--- src/rtl/fifo_stream_reader.sv ---
// fifo_stream_reader: drains a synchronous push/pop FIFO with a one-cycle read latency.
// It presents the words on a valid/ready stream that is framed into BURST_LEN-word bursts.
// A 2-entry prefetch buffer covers the read latency, so a sink that is always ready
// receives one word per cycle.
module fifo_stream_reader #(
  parameter int unsigned DATA_WIDTH = 32,
  parameter int unsigned BURST_LEN  = 4,
  parameter int unsigned CNT_WIDTH  = 16
) (
  input  logic                  clk,
  input  logic                  reset,
  input  logic                  enable,
  input  logic                  flush,
  input  logic                  fifo_empty,
  output logic                  pop,
  input  logic [DATA_WIDTH-1:0] rd_data,
  output logic                  out_valid,
  input  logic                  out_ready,
  output logic [DATA_WIDTH-1:0] out_data,
  output logic                  out_last,
  output logic                  busy,
  output logic [CNT_WIDTH-1:0]  words_out
);

  localparam int unsigned BeatW = (BURST_LEN > 1) ? $clog2(BURST_LEN) : 1;
  localparam logic [BeatW-1:0] LastBeat = BeatW'(BURST_LEN - 1);

  typedef enum logic [1:0] {StIdle, StRun, StFlush} state_e;

  state_e                r_state, w_state_next;
  logic [1:0]            r_count, w_count_next;
  logic                  r_head, r_tail;
  logic                  r_inflight;
  logic [DATA_WIDTH-1:0] r_buf [2];
  logic [BeatW-1:0]      r_beat;
  logic [CNT_WIDTH-1:0]  r_words;

  logic                  w_fire;
  logic                  w_wr;
  logic [2:0]            w_occ;

  assign out_valid = (r_count != 2'd0);
  assign out_data  = r_buf[r_head];
  assign out_last  = out_valid & (r_beat == LastBeat);
  assign w_fire    = out_valid & out_ready;
  // Returning reads are dropped while flushing and on the edge that enters flush.
  assign w_wr      = r_inflight & (r_state != StFlush) & ~flush;
  // Occupancy after this cycle's fire, counting the read already in flight.
  assign w_occ     = {1'b0, r_count} + {2'b0, r_inflight} - {2'b0, w_fire};
  assign busy      = (r_state != StIdle) | (r_count != 2'd0) | r_inflight;
  assign words_out = r_words;
  assign w_count_next = r_count + {1'b0, w_wr} - {1'b0, w_fire};

  // Next-state and pop decode; flush overrides every other transition.
  always_comb begin
    w_state_next = r_state;
    pop          = 1'b0;
    case (r_state)
      StIdle: begin
        if (enable) w_state_next = StRun;
      end
      StRun: begin
        pop = enable & ~fifo_empty & (w_occ < 3'd2);
        if (!enable) w_state_next = StIdle;
      end
      StFlush: begin
        pop = ~fifo_empty;
        if (fifo_empty && !r_inflight) w_state_next = StIdle;
      end
      default: w_state_next = StIdle;
    endcase
    if (flush) w_state_next = StFlush;
  end

  // State, occupancy, pointers, beat and delivered-word counter.
  always_ff @(posedge clk) begin
    if (reset) begin
      r_state    <= StIdle;
      r_count    <= 2'd0;
      r_head     <= 1'b0;
      r_tail     <= 1'b0;
      r_inflight <= 1'b0;
      r_beat     <= '0;
      r_words    <= '0;
    end else begin
      r_state    <= w_state_next;
      r_inflight <= pop;
      // A word accepted in the flush cycle still counts as delivered.
      if (w_fire) r_words <= r_words + CNT_WIDTH'(1);
      if (flush) begin
        r_count <= 2'd0;
        r_head  <= 1'b0;
        r_tail  <= 1'b0;
        r_beat  <= '0;
      end else begin
        r_count <= w_count_next;
        if (w_fire) begin
          r_head <= ~r_head;
          r_beat <= (r_beat == LastBeat) ? '0 : r_beat + BeatW'(1);
        end
        if (w_wr) r_tail <= ~r_tail;
      end
    end
  end

  // Prefetch storage: the returning read is written at the tail.
  always_ff @(posedge clk) begin
    if (reset) begin
      r_buf[0] <= '0;
      r_buf[1] <= '0;
    end else if (w_wr) begin
      r_buf[r_tail] <= rd_data;
    end
  end

  // The buffer plus the outstanding read never exceed two entries.
  a_occupancy : assert property (@(posedge clk) disable iff (reset)
    (({1'b0, r_count} + {2'b0, r_inflight}) <= 3'd2));

endmodule
--- config.mk ---
export PLATFORM = sky130hd
export DESIGN_NAME = fifo_stream_reader
export DESIGN_NICKNAME = d
export VERILOG_FILES = /design/src/rtl/fifo_stream_reader.sv
export SDC_FILE = /design/constraint.sdc
export NUM_CORES = 1
export LEC_CHECK = 0
export ABC_AREA = 1
export CORE_MARGIN = 3
export CORE_UTILIZATION = 46
export CTS_CLUSTER_DIAMETER = 30
export DETAILED_ROUTE_END_ITERATION = 10
export PLACE_DENSITY = 0.79
export SLEW_MARGIN = 20
export SYNTH_ARGS = -nofsm -noshare
export SYNTH_HDL_FRONTEND = slang
export SYNTH_SLANG_ARGS = --single-unit
--- constraint.sdc ---
create_clock -name clk -period 3.7 [get_ports clk]
set_input_delay 1.11 -clock clk [delete_from_list [all_inputs] [get_ports clk]]
set_output_delay 1.11 -clock clk [all_outputs]
set_load 0.05 [all_outputs]
* Word-level counts from Yosys, hierarchy flattened
Memory sizes are Yosys's and may differ from the RTL's. A register that Yosys moved wholly into a read port is not among the register bits.
Index checks and enable logic that the tools add are counted.
** Word-level totals
- Logic and storage cells :: 64
- Output and inout port bits :: 52
- Input bits :: 38
- Bits in writable memories :: 64
- Register bits :: 25
- Memories kept :: 1
** Operators by class
- Reduce and logical (&&, ||, !) cells :: 9
- Bitwise logic cells :: 12
- Mux-type cells :: 17
- Add/subtract/negate cells :: 6
- $lt $le $gt $ge :: 1
- Eq/ne operators :: 10
** Memories
- r_buf :: depth 2, width 32, rd ports 1, clocked after Yosys merged registers in 1, write ports 2, line 34 : logic [DATA_WIDTH-1:0] r_buf [2];
** Operators with widths (number)
- $mux W32 :: 1
- $reduce_or A32 Y1 :: 1
- $add A16 B1 Y16 const B :: 1
- $mux W2 :: 5
- $mux W1 :: 9
- $ne A3 B3 Y1 const B :: 3
- $ne A2 B2 Y1 const B :: 4
- $and A1 B1 Y1 :: 6
- $pmux W2 S3 :: 1
- $reduce_and A3 Y1 :: 2
- $eq A2 B2 Y1 const B :: 2
- $not A1 Y1 :: 4
- $reduce_bool A2 Y1 :: 2
- $add A2 B1 Y3 :: 1
- $lt A3 B2 Y1 const B :: 1
- $sub A3 B1 Y3 :: 1
- $add A2 B1 Y2 :: 1
- $add A2 B1 Y2 const B :: 1
- $eq A2 B1 Y1 const B :: 1
- $logic_not A2 Y1 :: 1
- $or A1 B1 Y1 :: 2
- $pmux W1 S2 :: 1
- $reduce_or A2 Y1 :: 1
- $sub A2 B1 Y2 :: 1
- 2 further kinds :: 2

* Logic depth before layout (Yosys ltp)
- Word-level depth :: 8
- Gate-level depth with buffers :: 12
- Mapped depth without buffers :: 11

* Worst setup path after synthesis
No wires, ideal clock.
- Path type :: input -> output
- Start :: input port out_ready
- End :: output port pop
- Buffers on the path :: 1
- Stages :: 12
- Data arrival time :: 2838 ps
- Setup slack :: -248 ps
- Data required time :: 2590 ps
- Path through :: inv_1 > nor2_8 > buf_6 > ha_1 > inv_1 > nand2_1 > fa_1 > xnor2_1 > nand3_1 > nand2_1 > nand3_1 > inv_1
** Between the ends
- Cells in the longest elaborated chain, start to end :: 5
** Ends and longest elaborated chain
- start: declaration :: line 18 : input logic out_ready,
- $and A1 B1 Y1 :: line 45 : assign w_fire = out_valid & out_ready;
- named net w_fire :: line 38 : logic w_fire;
- $sub A3 B1 Y3 :: line 49 : assign w_occ = {1'b0, r_count} + {2'b0, r_inflight} - {2'b0, w_fire};
- $lt A3 B2 Y1 :: line 63 : pop = enable & ~fifo_empty & (w_occ < 3'd2);
- $and A1 B1 Y1 :: line 63
- $pmux W1 S2 :: line 58 : case (r_state)
- end: declaration :: line 15 : output logic pop,
The timed path passes the listed nets, and every way through them passes these cells.

* Worst setup path after layout
- Start :: input port out_ready
- End :: output port pop
** Between the ends
- Cells in the longest elaborated chain, start to end :: 5
** Ends and longest elaborated chain (line)
- $and A1 B1 Y1 :: 45
- $sub A3 B1 Y3 :: 49
- $lt A3 B2 Y1 :: 63
- $and A1 B1 Y1 :: 63
- $pmux W1 S2 :: 58
No other way between the ends.

==> summary.md <==
| Metric | Value |
|---|---|
| Worst Path Class, Setup | `in2out` |
| IO Port Bufs | `around 90` |
| Critical path endpoint category | `output port` |
| Max Transition Viols Final | `0` |
| Hold Crit Class | `reg2reg` |
| Largest net degree at the start of global routing | `33` |
| Antenna violations before repair | `0` |
| Outcome | `finished with violations` |
| Hold buffers post-CTS | `0` |
| GP Congestion | `0.822` |
| P&R area growth vs syn | `29.6%` |
| Worst slew pin tran | `0.523 ns` |
| Mapped Nets | `449` |
| Worst-path clk slew | `roughly 0.08 ns` |
| Critical Path AT | `2.60 ns` |
| Row count | `33` |
| Crit path setup slack, layout | `-0.00768 ns` |
| Ys Warns | `0` |
| Die area | `~10000 µm²` |
| Synthesized cell area | `4120 µm²` |
| Post-route ant nets | `0` |
| Most used cell, CP | `nand2_2` |
| First-pass GRT wire length | `13800 µm` |
| # clock sinks | `90` |
| Unique masters post-synth | `26` |
| GRT Total Usage | `around 17%` |
| Antenna diode count | `0` |
| Critical Path Fanout Max | `2` |
| Hold Fails Final Rpt | `0` |
| Detailed-placement wirelength estimate | `5700 µm` |
| DRC | `0` |
| Via count | `about 3000` |
| Slew HR | `approximately 65%` |
| Clock buffer depth | `2` |
| Failing checks | `setup timing` |
| Core Box Area | `about 8500 µm²` |
| Nets@finish | `roughly 550` |
| WP buf/inv | `5` |
| H-tree depth | `3` |
| VDD IR max | `0.180 mV` |
| CP Cell Sequence | `buf_8 -> inv_8 -> nor2_8 -> ha_4 -> inv_2 -> nand2_2 -> fa_2 -> nand3_2 -> nand2_2 -> nand3_4 -> clkinvlp_4 -> buf_12` |
| Placed inst area | `about 5100 µm²` |
| Clock buffer count from CTS | `9` |
| CTS tree | `yes` |
| Clock skew | `~0.0058 ns` |
| Hold slack | `approximately 0.47 ns` |
| CP max stage cell | `fa_2` |
| Lkg Pwr | `~2.3 nW` |
| Maximum clock rate | `~270 MHz` |
| Delay-heaviest family, CP | `adder cells` |
| PwrDens | `roughly 370 nW/µm²` |
| Worst EP required | `2.59 ns` |
| Clk root buf | `clkbuf_8` |
| Final Instance Area | `5340 µm²` |
| RSZ-0062 raised after global routing | `yes` |
| Fin crit share | `100%` |
| Die Wd | `101 µm` |
| Drt pass-1 iters | `4` |
| Synthesized flop and latch total | `90` |
| Fin crit period | `~3.7 ns` |
| Total grt overflow | `0` |
| Initial Util | `48.7%` |
| Final setup viols | `1` |
| Critical Path Max Stage Delay | `0.54 ns` |
| Vias per cell | `just under 5` |
| I/O Pins | `90` |
| Synthesized area per cell | `roughly 10 µm²` |
| Die height | `roughly 100 µm` |
| Post-synthesis cell count | `402` |
| Seq/Total Area, Yosys | `between 50 and 60%` |
| Clock Latency Late Sink | `between 0.3 and 0.4 ns` |
| # fillers | `roughly 680` |
| Setup crit start kind | `primary input` |
| DR iter-0 viols | `103` |
| Vias in the first global route | `3059` |
| Drt total wl | `about 8600 µm` |
| WL/cell | `roughly 14 µm` |
| Max-Cap Viols | `0` |
| Fraction of layout cells with a size suffix above 1 | `between 20% and 30%` |
registers in the layout, indices dropped and copies added (netlist names), named ones only:
signal	cells
r_buf	64
words_out	16
r_beat	2
r_count	2
r_state	2
r_head	1
r_inflight	1
r_tail	1
placed cells by master, fill, tap and decap left out, drive strengths merged, types with 10 or more instances in the layout:
| master | n |
|---|---|
| nand2 | 46 |
| clkbuf | 10 |
| dfxtp | 26 |
| clkdlybuf4s50 | 56 |
| a21oi | 17 |
| o21ai | 10 |
| inv | 63 |
| edfxtp | 64 |
| nor2 | 97 |
| nand3 | 17 |
| mux2 | 32 |
| buf | 43 |
power by group:
| group | switching [mW] | internal, mW |
|---|---|---|
| clock | 0.348 | 0.315 |
| combinational | 0.113 | 0.0779 |
| sequential | 0.00713 | 1.10 |
timing repair:
item | CTS | global route
setup endpoints to repair | 1 | 1
pin swaps | 5 | 5
resized for setup | 13 | 4
setup buffers | 1 | 0
layer usage:
| layer | part of all wire, % | global-route usage (%) | wire length (µm) | up-vias |
|---|---|---|---|---|
| li1 | - | - | - | 1494 |
| met1 | 45 | 22.9 | 3900 | 1400 |
| met2 | 48 | 28.3 | 4080 | 99 |
| met3 | 5.9 | 3.25 | 507 | 8 |
| met4 | 1.0 | 5.60 | 90 | 0 |
| met5 | 0 | 0 | 0 | - |
worst reg2reg max path, cell delays in order (launching register included):
cell	delay, ns
dfxtp_1	0.56
nor2_4	0.12
nor2_8	0.14
ha_4	0.20
inv_2	0.05
nand2_2	0.05
fa_2	0.54
nand3_2	0.07
nand2_2	0.08
nand3_4	0.08
buf_4	0.13
buf_4	0.12
nor2_1	0.09
area by class of cell:
class | instances | area [µm²] | area share, %
Clock buffer | 10 | 128 | 2.39
Clock inverter | 6 | 65.1 | 1.22
Inverter | 62 | 244 | 4.57
Multi-Input combinational cell | 238 | 1430 | 26.7
Sequential cell | 90 | 2440 | 45.7
Tap cell | 105 | 131 | 2.46
Timing Repair Buffer | 99 | 903 | 16.9
Yosys cell counts, drive strengths merged:
| master | instances | area, µm² |
|---|---|---|
| nand2 | 46 | 188 |
| and3 | 1 | 6.26 |
| nand3 | 17 | 85.1 |
| a21oi | 17 | 85.1 |
| o211a | 1 | 10.0 |
| nand4 | 1 | 6.26 |
| o21ai | 10 | 50.0 |
| inv | 62 | 233 |
| fa | 1 | 20.0 |
| xnor2 | 2 | 17.5 |
| nor2 | 97 | 427 |
| and2 | 1 | 6.26 |
| dfxtp | 26 | 521 |
| clkbuf | 2 | 7.51 |
| nor3 | 3 | 15.0 |
| edfxtp | 64 | 1920 |
| mux2 | 32 | 360 |
| or2 | 1 | 6.26 |
| ha | 8 | 100 |
| buf | 10 | 56.3 |
stage by stage:
stage                     util [%]  total power, mW  setup TNS [ns]  worst slack, ns  cells
after CTS                     62.9             1.97         -0.0975          -0.0975    610
after global placement        60.1             1.31          -0.471           -0.471    593
after floorplan                  -             1.23          -0.134           -0.134    402
final                         63.1             1.96        -0.00768         -0.00768    610
after detailed placement      60.1             1.32          -0.528           -0.528    593
after global routing          63.1             2.03         -0.0866          -0.0866    610
cells by family after synthesis:
group / Yosys count / share of synthesized area, %
AND/OR/NAND/NOR: 167 / 17.9
XOR/XNOR: 2 / 0.425
multiplexers: 32 / 8.74
flip-flops: 90 / 59.3
buffers and inverters: 74 / 7.19
adder cells (fa/ha/maj): 9 / 2.91
AO/OA/AOI/OAI: 28 / 3.52
worst paths after layout:
check	endpoint	startpoint	slack, ns	cells past startpoint
worst max-delay path	pop	out_ready	-0.008	12
worst min-delay path	r_head$_SDFFE_PP0P_	r_head$_SDFFE_PP0P_	0.47	1
worst max register to register	r_inflight$_SDFF_PP0_	r_count[1]$_SDFF_PP0_	1.42	12
worst min register to register	r_head$_SDFFE_PP0P_	r_head$_SDFFE_PP0P_	0.47	1
No activity file was read; power rests on OpenSTA's default activity.
